## src/rtl/selector_pipe_pkg.sv

```systemverilog
// Shared constants, word type and depth helper for the selector pipeline.
// Optional index echo is controlled by SELECTOR_PIPE_INDEX_ECHO_EN.
package selector_pkg;

  localparam int unsigned DEFAULT_INPUTS     = 8;
  localparam int unsigned DEFAULT_INPUT_SIZE = 8;

  typedef logic [DEFAULT_INPUT_SIZE-1:0] word_t;

  // Tree depth; never below one level so a 2-input selector still registers.
  function automatic int unsigned levels(input int unsigned n);
    return (n <= 2) ? 1 : $clog2(n);
  endfunction

endpackage

```

## src/rtl/selector_pipe_if.sv

```systemverilog
// Request/result bus of the selector pipeline (requester = master, pipe = slave).
// out_index exists only when SELECTOR_PIPE_INDEX_ECHO_EN is defined.
interface selector_pipe_if
  import selector_pkg::*;
#(
  parameter int unsigned INPUTS     = DEFAULT_INPUTS,
  parameter int unsigned INPUT_SIZE = DEFAULT_INPUT_SIZE
);

  localparam int unsigned LEVELS = levels(INPUTS);

  logic                  in_valid;
  logic                  in_ready;
  logic [LEVELS-1:0]     index;
  logic [INPUT_SIZE-1:0] values [INPUTS];
  logic                  out_valid;
  logic                  out_ready;
  logic [INPUT_SIZE-1:0] outcome;
`ifdef SELECTOR_PIPE_INDEX_ECHO_EN
  logic [LEVELS-1:0]     out_index;

  modport master (
    output in_valid, index, values, out_ready,
    input  in_ready, out_valid, outcome, out_index
  );

  modport slave (
    input  in_valid, index, values, out_ready,
    output in_ready, out_valid, outcome, out_index
  );
`else
  modport master (
    output in_valid, index, values, out_ready,
    input  in_ready, out_valid, outcome
  );

  modport slave (
    input  in_valid, index, values, out_ready,
    output in_ready, out_valid, outcome
  );
`endif

endinterface

```

## src/rtl/selector_pipe_level.sv

```systemverilog
// One registered level of the OR-reduction tree: N words in, N/2 OR-ed pairs out.
// Independent of SELECTOR_PIPE_INDEX_ECHO_EN.
module selector_level #(
  parameter int unsigned N = 2,
  parameter int unsigned W = 8
) (
  input  logic             clk_i,
  input  logic             rst_ni,
  input  logic             en_i,
  input  logic             valid_i,
  input  logic [N*W-1:0]   data_i,
  output logic             valid_o,
  output logic [N/2*W-1:0] data_o
);

  logic             valid_q;
  logic [N/2*W-1:0] data_q;
  logic [N/2*W-1:0] data_d;

  always_comb begin
    data_d = '0;
    for (int unsigned j = 0; j < N / 2; j++) begin
      data_d[j*W +: W] = data_i[2*j*W +: W] | data_i[(2*j+1)*W +: W];
    end
  end

  // Data only loads behind a valid beat; a bubble just clears the valid bit.
  always_ff @(posedge clk_i or negedge rst_ni) begin
    if (!rst_ni) begin
      valid_q <= 1'b0;
      data_q  <= '0;
    end else if (en_i) begin
      valid_q <= valid_i;
      if (valid_i) data_q <= data_d;
    end
  end

  assign valid_o = valid_q;
  assign data_o  = data_q;

endmodule

```

## src/rtl/selector_pipe.sv

```systemverilog
// Pipelined one-hot word selector: mask by index, OR-reduce over LEVELS registered levels.
// SELECTOR_PIPE_INDEX_ECHO_EN adds out_index, travelling in lockstep with outcome.
module selector_pipe_core
  import selector_pkg::*;
#(
  parameter int unsigned INPUTS     = DEFAULT_INPUTS,
  parameter int unsigned INPUT_SIZE = DEFAULT_INPUT_SIZE
) (
  input  logic          clock,
  input  logic          reset,
  selector_pipe_if.slave bus
);

  localparam int unsigned LEVELS = levels(INPUTS);

  logic                         advance;
  logic [INPUTS*INPUT_SIZE-1:0] masked;

  // Whole pipe moves together; in_ready depends only on the output side.
  assign advance      = !bus.out_valid || bus.out_ready;
  assign bus.in_ready = advance;

  always_comb begin
    masked = '0;
    for (int unsigned i = 0; i < INPUTS; i++) begin
      if (bus.index == LEVELS'(i)) masked[i*INPUT_SIZE +: INPUT_SIZE] = bus.values[i];
    end
  end

  for (genvar l = 0; l < LEVELS; l++) begin : g_lvl
    localparam int unsigned N = INPUTS >> l;

    logic [N*INPUT_SIZE-1:0]   din;
    logic                      vin;
    logic [N/2*INPUT_SIZE-1:0] dout;
    logic                      vout;
`ifdef SELECTOR_PIPE_INDEX_ECHO_EN
    logic [LEVELS-1:0]         idx_in;
    logic [LEVELS-1:0]         idx_q;
`endif

    if (l == 0) begin : g_head
      assign din = masked;
      assign vin = bus.in_valid;
`ifdef SELECTOR_PIPE_INDEX_ECHO_EN
      assign idx_in = bus.index;
`endif
    end else begin : g_tail
      assign din = g_lvl[l-1].dout;
      assign vin = g_lvl[l-1].vout;
`ifdef SELECTOR_PIPE_INDEX_ECHO_EN
      assign idx_in = g_lvl[l-1].idx_q;
`endif
    end

    selector_level #(
      .N(N),
      .W(INPUT_SIZE)
    ) u_level (
      .clk_i  (clock),
      .rst_ni (reset),
      .en_i   (advance),
      .valid_i(vin),
      .data_i (din),
      .valid_o(vout),
      .data_o (dout)
    );

`ifdef SELECTOR_PIPE_INDEX_ECHO_EN
    // Same enable and valid gating as the data path, so the echo never drifts.
    always_ff @(posedge clock or negedge reset) begin
      if (!reset) begin
        idx_q <= '0;
      end else if (advance && vin) begin
        idx_q <= idx_in;
      end
    end
`endif
  end

  assign bus.outcome   = g_lvl[LEVELS-1].dout;
  assign bus.out_valid = g_lvl[LEVELS-1].vout;
`ifdef SELECTOR_PIPE_INDEX_ECHO_EN
  assign bus.out_index = g_lvl[LEVELS-1].idx_q;
`endif

endmodule

module selector_pipe
  import selector_pkg::*;
#(
  parameter  int unsigned INPUTS     = DEFAULT_INPUTS,
  parameter  int unsigned INPUT_SIZE = DEFAULT_INPUT_SIZE,
  localparam int unsigned LEVELS     = levels(INPUTS)
) (
  input  logic                  clock,
  input  logic                  reset,
  input  logic                  in_valid,
  output logic                  in_ready,
  input  logic [LEVELS-1:0]     index,
  input  logic [INPUT_SIZE-1:0] values [INPUTS],
  output logic                  out_valid,
  input  logic                  out_ready,
  output logic [INPUT_SIZE-1:0] outcome
`ifdef SELECTOR_PIPE_INDEX_ECHO_EN
  ,
  output logic [LEVELS-1:0]     out_index
`endif
);

  selector_pipe_if #(
    .INPUTS    (INPUTS),
    .INPUT_SIZE(INPUT_SIZE)
  ) u_bus ();

  assign u_bus.in_valid  = in_valid;
  assign u_bus.index     = index;
  assign u_bus.values    = values;
  assign u_bus.out_ready = out_ready;
  assign in_ready        = u_bus.in_ready;
  assign out_valid       = u_bus.out_valid;
  assign outcome         = u_bus.outcome;
`ifdef SELECTOR_PIPE_INDEX_ECHO_EN
  assign out_index       = u_bus.out_index;
`endif

  selector_pipe_core #(
    .INPUTS    (INPUTS),
    .INPUT_SIZE(INPUT_SIZE)
  ) u_core (
    .clock(clock),
    .reset(reset),
    .bus  (u_bus)
  );

endmodule
```

## config.mk

```make
export PLATFORM = sky130hd
export DESIGN_NAME = selector_pipe
export DESIGN_NICKNAME = d
export VERILOG_FILES = /design/src/rtl/selector_pipe_pkg.sv /design/src/rtl/selector_pipe_if.sv /design/src/rtl/selector_pipe_level.sv /design/src/rtl/selector_pipe.sv
export SDC_FILE = /design/constraint.sdc
export NUM_CORES = 1
export LEC_CHECK = 0
export ABC_CLOCK_PERIOD_IN_PS = 1600
export CORE_MARGIN = 8
export CORE_UTILIZATION = 45
export DETAILED_ROUTE_END_ITERATION = 10
export GPL_TIMING_DRIVEN = 1
export MAX_ROUTING_LAYER = met4
export PLACE_DENSITY = 0.86
export SYNTH_ARGS = -nofsm -noshare
export SYNTH_HDL_FRONTEND = slang
export SYNTH_SLANG_ARGS = --single-unit
```

## constraint.sdc

```tcl
create_clock -name clock -period 1.6 [get_ports clock]
set_clock_uncertainty 0.05 [all_clocks]
set_input_delay 0.4 -clock clock [delete_from_list [all_inputs] [get_ports clock]]
set_output_delay 0.4 -clock clock [all_outputs]
set_load 0.005 [all_outputs]
```

==> key figures, run 1 <==
Drt
  • Antenna-violating nets left: 0
  • DRC violation total after the first TritonRoute iteration: between 150 and 200
  • Via count: 2268
  • Total length of routed wires: approximately 6900 µm
  • DR vias/cell: about 5.4
  • DRC: 0
  • Wire length per cell: 16.4 µm
  • Pre-antenna DRT Iters: 4

Power and ir drop
  • Pwr/cell area: ~1300 nW/µm²
  • Peak supply drop: 783 µV
  • Pleak: between 0.0015 and 0.002 µW

Clocking
  • TritonCTS Buffers: 9
  • CTS tree: built
  • Htree depth: 3
  • Clk Latency, worst-skew pair: ~0.34 ns
  • Clock slew at reported path FFs: 0.06 ns
  • Clk sinks: 59
  • Max clock buf depth: 2
  • CTS root buf: clkbuf_8

Global routing
  • Vias in the first global route: 2420
  • Total GRT Usage: 0.177
  • Initial antenna violation count: 0
  • First-pass GRT wire length: 11600 µm
  • Grt total ovfl: 0
  • Largest net degree at the start of global routing: between 40 and 50

Placement
  • PortBufs: 80
  • GP Congestion: 0.811
  • Post-DP HPWL: roughly 5100 µm
  • Dpl cell area: 3570 µm²
  • Placed insts: 399

Critical path
  • CP Launch Type: input port
  • Crit Path Max Fanout: 2
  • Reg-to-reg startpoint: u_core.g_lvl[2].u_level.valid_o
  • Critical path required time: 1.15 ns
  • Setup crit end kind: output port
  • Critical Path Slowest Stage Cell: clkdlybuf4s50_1
  • R2R Setup Slk: around 0.12 ns
  • Slowest stage delay, CP: 0.46 ns
  • Crit path DAT: between 1 and 1.5 ns
  • CP Class: input port to output port
  • R2R depth: 6
  • Worst reg2reg path endpoint: u_core.g_lvl[0].u_level.data_o[28]
  • Critical-path cell list: clkdlybuf4s50_1 > nand2b_4 > buf_2

Timing
  • Post-Route Setup TNS: 0 ns
  • Fin. max-slew vios: 0
  • Fraction of the cycle the final worst path needs: 0.986
  • Fmax: 634 MHz
  • Worst Max-Slew Pin Slew: 0.401 ns
  • Fin. Hold Viols: 0
  • Endpoints failing setup: 0
  • Slew headroom: 0.733
  • Post-route minimum period: ~1.6 ns
  • RSZ-0062 raised after global routing: true

Yosys
  • FF+latch count, synth: 59
  • Unique cell type count in the Yosys netlist: 23
  • Synth area leaders: dfrtp_1 (56%), a21oi_1 (15%), mux2i_1 (6.1%), o2bb2ai_1 (5.3%), a22oi_1 (4.6%)
  • Largest area contributor in the netlist: dfrtp_1
  • Mean Syn Cell Area: 10.6 µm²
  • Yosys Warn Count: 0
  • Post-synth ARST share: 1.00
  • Syn Inst Count: 248
  • Syn nets: 319
  • Ys flop type: dfrtp_1
  • Commonest cells post-synth: a21oi_1 (80), dfrtp_1 (59), nor2_1 (25)
  • EDFF count, synth: 0
  • Post-Syn Area: around 2600 µm²
  • Synth top area share: 0.561
  • Top-count cell post-synth: a21oi_1
  • Sequential fraction of the synthesis area: 0.561

Floorplan
  • Core Region: 5780 µm²
  • DIE AREA: 8550 µm²
  • Die Y: 92.5 µm
  • Die width: 92.5 µm
  • Initial core utilization: 0.455
  • Top-level port count: 81
  • Row count: 28

Worst hold path
  • WHS Path Cells: 1
  • Hold WC Path Type: flip-flop to flip-flop
  • Endpoint, Worst Hold: u_core.g_lvl[0].u_level.data_o[11]
  • Hold_sp: u_core.g_lvl[0].u_level.data_o[11]

Layout
  • Ant diodes: 0
  • Nets: 412
  • Final instance area: 3820 µm²
  • Area Overhead vs Synth: 45.2%
  • Cell Count, Final, Fillers Out: between 400 and 500
  • Layout cell share with drive strength beyond 1: 0.125
  • Fill count: roughly 450

Outcome
  • Status: complete, no violations

Flow run
  • Max-Cap Viols: 0
-- state kept, by name, summed over array words and instances, names as in the netlist --
signal / flops
u_core.g_lvl.u_level.data_o: 56
u_core.g_lvl.u_level.valid_o: 3
-- metrics by stage --
step	hold slack, ns	power (µW)	util	setup slack (ns)
after floorplan	0.0544	2930	-	0.307
after global placement	0.288	3490	0.618	-0.357
after detailed placement	0.292	3560	0.618	-0.379
after CTS	0.443	4960	0.659	0.0166
after global routing	0.466	5230	0.661	-0.0109
final	0.438	4930	0.661	0.0217
-- worst max-delay path: cells and delay by family --
family	cells	cell delay [ns]
AND/OR/NAND/NOR	1	0.15
buffers and inverters	2	0.58
-- power by group --
group	switching (µW)	internal, µW
registers	289	1940
logic	658	677
clock network	583	792
total	1530	3400
-- cell usage in the layout (no fill, tap or decap), drive strengths merged --
master,synthesis,layout
nand2b,2,2
nand4b,1,1
bufinv,0,1
a22oi,16,16
and3,1,1
dlygate4sd2,0,9
nor2,25,25
nand3,1,1
nor3b,1,1
mux2,1,1
mux2i,16,16
inv,1,1
clkinvlp,0,2
a21oi,80,80
dlygate4sd3,0,1
clkbuf,6,11
buf,15,24
dfrtp,59,59
and2,3,3
o2bb2ai,16,16
clkinv,0,1
o21ai,1,1
nand2,1,1
clkdlybuf4s50,0,69
and3b,2,2
-- cells by family after synthesis --
group	after synthesis	synth area share
muxes	17	0.0651
AOI/OAI and AO/OA	113	0.253
buffers and inverters	22	0.0452
DFF	59	0.561
and+or+nand+nor	37	0.0756
-- cell type report --
| class | instances | area (µm²) | area share |
|---|---|---|---|
| Clock buffer | 11 | 151 | 0.0396 |
| Clock inverter | 4 | 50.0 | 0.0131 |
| Inverter | 1 | 3.75 | 0.000983 |
| Multi-Input combinational cell | 167 | 1040 | 0.274 |
| Sequential cell | 59 | 1480 | 0.387 |
| Tap cell | 75 | 93.8 | 0.0246 |
| Timing Repair Buffer | 103 | 1000 | 0.262 |
-- worst max-delay path by stage --
| stage | cells after the start | to | slack [ns] | from |
|---|---|---|---|---|
| 6_report | 3 | in_ready | 0.02 | out_ready |
| 5_1_grt | 3 | in_ready | -0.01 | out_ready |
| 4_1_cts | 3 | in_ready | 0.02 | out_ready |
| 3_5_place_dp | 5 | u_core.g_lvl[0].u_level.data_o[10] | -0.38 | out_ready |
| 3_3_place_gp | 3 | in_ready | -0.36 | out_ready |
| 2_1_floorplan | 3 | in_ready | 0.31 | out_ready |
-- metal layers --
metal | track usage | wire length [µm]
met4 | 0.0886 | 185
met3 | 0.0380 | 311
met5 | - | 0
met2 | 0.273 | 3430
met1 | 0.215 | 2970
-- repair_timing --
action	in CTS	in global routing
pin swaps	0	1
hold buffers	1	0
cloned	0	0
endpoints found under the setup margin	15	8
setup buffers	4	1
gates resized for setup	15	1
hold endpoints to repair	16	0
Note: power is estimated with default switching activity, not from simulation.
==> inputs of run 2 (changes only) <==
PLACE_DENSITY = 0.82   (was 0.86)
SYNTH_HIERARCHICAL = 1   (was not set)
==> run 2 against run 1 <==
Effect of this change:
- synthesized area increased by 35%
- global-route usage decreased by 1.8 points
- sequential share of layout area decreased by 6.9 points
- sequential power increased by 8%
- die area increased by 29%
- critical path type is now input port to flip-flop
==> key figures, run 2 <==
Critical path
  • R2R Setup Slk: around 0.15 ns
  • CP top delay family: buffers and inverters
  • Reg-to-reg startpoint: u_core/g_lvl[2].u_level/valid_o
  • CP bufs+invs: 3
  • Crit path DAT: 1.71 ns
  • Critical Path Slowest Stage Cell: clkdlybuf4s50_1
  • Critical-path cell list: clkdlybuf4s50_1 > nand2b_2 > buf_4 > buf_4 > a21oi_1 > a21oi_4
  • Slowest stage delay, CP: 0.40 ns
  • R2R depth: 5
  • Setup crit end kind: flip-flop
  • Critical path required time: roughly 1.8 ns
  • Worst reg2reg path endpoint: u_core/g_lvl[0].u_level/valid_o
  • CP Launch Type: input port
  • CP Class: input port to flip-flop
  • Crit Path Max Fanout: 18
  • Crit-path most repeated cell: buf_4

Yosys
  • Syn Inst Count: 340
  • Synth area leaders: dfrtp_1 (42%), a21oi_1 (12%), and4bb_2 (7.7%), and4b_1 (6.8%), nor2_1 (5.9%)
  • Largest area contributor in the netlist: dfrtp_1
  • Post-synth ARST share: 1.00
  • Sequential fraction of the synthesis area: 0.416
  • Mean Syn Cell Area: 10.4 µm²
  • Yosys Warn Count: 6
  • Post-Syn Area: 3550 µm²
  • EDFF count, synth: 0
  • Ys flop type: dfrtp_1
  • FF+latch count, synth: 59
  • Synth top area share: 0.416
  • Syn nets: 411
  • Commonest cells post-synth: a21oi_1 (84), dfrtp_1 (59), nor2_1 (56)
  • Unique cell type count in the Yosys netlist: 19
  • Top-count cell post-synth: a21oi_1

Power and ir drop
  • Pint: roughly 3900 µW
  • Sequential share of power: 0.408
  • Pwr/cell area: 1270 nW/µm²
  • Peak supply drop: 540 µV
  • Clock share of power: 0.240
  • Pleak: 0.00182 µW
  • Switching Share: 0.337
  • Logic pwr share: 0.353
  • NetSw: 1980 µW

Layout
  • Cell Count, Final, Fillers Out: 525
  • Most frequent cells in the layout: a21oi_1 (84), clkdlybuf4s50_1 (69), dfrtp_1 (59)
  • Max reg flops: 56
  • Ant diodes: 0
  • Commonest non-fill, non-tap cell in the layout: a21oi_1
  • Nets: 489
  • Area Overhead vs Synth: 31.1%
  • Layout cell share with drive strength beyond 1: 0.262

Global routing
  • Largest net degree at the start of global routing: 51
  • Grt total ovfl: 0
  • Vias in the first global route: about 2900
  • Total GRT Usage: 0.159
  • Initial antenna violation count: 0
  • First-pass GRT wire length: 14100 µm

Timing
  • Worst Max-Slew Pin Slew: about 0.45 ns
  • Fmax: 648 MHz
  • Slew headroom: 0.702
  • Post-route minimum period: approximately 1.5 ns
  • Fraction of the cycle the final worst path needs: 0.965
  • Final hold slack: 0.466 ns
  • Endpoints failing setup: 0
  • Fin. max-slew vios: 0
  • Setup ws final: 0.0566 ns
  • RSZ-0062 raised after global routing: false
  • Fin. Hold Viols: 0

Drt
  • Antenna-violating nets left: 0
  • Total length of routed wires: 8450 µm
  • Via count: 2878
  • DRC: 0
  • Wire length per cell: 16.1 µm
  • DR vias/cell: 5.48
  • Pre-antenna DRT Iters: 4
  • DRC violation total after the first TritonRoute iteration: ~160

Clocking
  • TritonCTS Buffers: 9
  • CTS root buf: clkbuf_8
  • Clock slew at reported path FFs: 0.06 ns
  • Htree depth: 3
  • CTS tree: built
  • Clk sinks: 59
  • Clk Latency, worst-skew pair: between 0.3 and 0.4 ns
  • Max clock buf depth: 2

Floorplan
  • Die Y: 105 µm
  • Initial core utilization: 0.462
  • Core Region: roughly 7700 µm²
  • Die width: around 100 µm
  • Top-level port count: 81
  • Row count: 32
  • DIE AREA: 11000 µm²

Placement
  • DP Worst Slack: -0.321 ns
  • GP Congestion: a little under 0.8
  • PortBufs: 80
  • Placed insts: 507
  • Post-DP HPWL: 6170 µm

Worst hold path
  • Hold_sp: u_core/g_lvl[2].u_level/data_o[3]
  • WHS Path Cells: 2
  • Hold WC Path Type: flip-flop to flip-flop
  • Endpoint, Worst Hold: u_core/g_lvl[2].u_level/data_o[3]

Outcome
  • Status: complete, no violations

Flow run
  • Max-Cap Viols: 0
[run 2: changes by cell type after synthesis, sizes merged, moves of 8 or more]
| cell | delta |
|---|---|
| a21oi | +32 |
| a22oi | -16 |
| and4 | +8 |
| and4b | +24 |
| and4bb | +22 |
| buf | +19 |
| mux2i | -16 |
| nor2 | +31 |
| nor4b | +8 |
| o2bb2ai | -16 |
[run 2: how the worst max path moves through the flow]
stage / from / to / slack [ns] / depth (start not counted)
floorplan: out_ready / u_core/g_lvl[1].u_level/data_o[10] / 0.18 / 6
finish: out_ready / u_core/g_lvl[1].u_level/data_o[6] / 0.06 / 6
global placement: out_ready / in_ready / -0.31 / 3
global route: out_ready / u_core/g_lvl[1].u_level/data_o[6] / 0.01 / 6
CTS: out_ready / in_ready / -0.04 / 3
detailed placement: out_ready / in_ready / -0.32 / 3
[run 2: metrics by stage]
step / power (µW) / instance area (µm²) / utilization / TNS, ns
global placement: 4450 / 4440 / 0.578 / -9.69
detailed placement: 4540 / 4440 / 0.578 / -11.94
CTS: 5930 / 4660 / 0.606 / -0.0356
floorplan: 3810 / 3550 / - / 0
finish: 5890 / 4660 / 0.606 / 0
global route: 6250 / 4660 / 0.606 / 0
[run 2: metal layers]
| layer | up-vias | wire [µm] | GRT usage |
|---|---|---|---|
| met5 | - | 0 | - |
| met4 | 0 | 140 | 0.0571 |
| met3 | 16 | 468 | 0.0461 |
| met2 | 106 | 3770 | 0.229 |
| met1 | 1357 | 4080 | 0.207 |
| li1 | 1399 | - | - |
[run 2: power groups by stage]
stage                     sequential (µW)  clock, µW  combinational, µW
after floorplan                      2310          0               1500
after global placement               2410          0               2040
after detailed placement             2430          0               2110
after CTS                            2400       1440               2090
after global routing                 2460       1520               2270
final                                2400       1410               2080
[run 2: layout make-up]
type	count	area (µm²)
Fill cell	638	3030
Multi-Input combinational cell	239	1750
Sequential cell	59	1480
Timing Repair Buffer	109	1090
Clock buffer	12	165
Tap cell	102	128
Clock inverter	4	47.5
[run 2: cells by family after synthesis]
family / after synthesis / share of synthesized area
compound gates: 112 / 0.211
flops: 59 / 0.416
simple gates: 124 / 0.273
buf+inv: 42 / 0.0916
mux: 3 / 0.00951
[run 2: worst reg2reg max path: stages (launching register included)]
cell and delay, ns:
dfrtp_1 0.37, buf_4 0.14, nand2b_2 0.07, buf_4 0.20, buf_4 0.19, mux2_2 0.33
[run 2: repair_timing]
action | CTS | global route
setup buffers | 1 | 0
cloned | 0 | 0
hold endpoints to repair | 7 | 0
endpoints found under the setup margin | 10 | 1
hold buffers | 1 | 0
gates resized for setup | 11 | 1
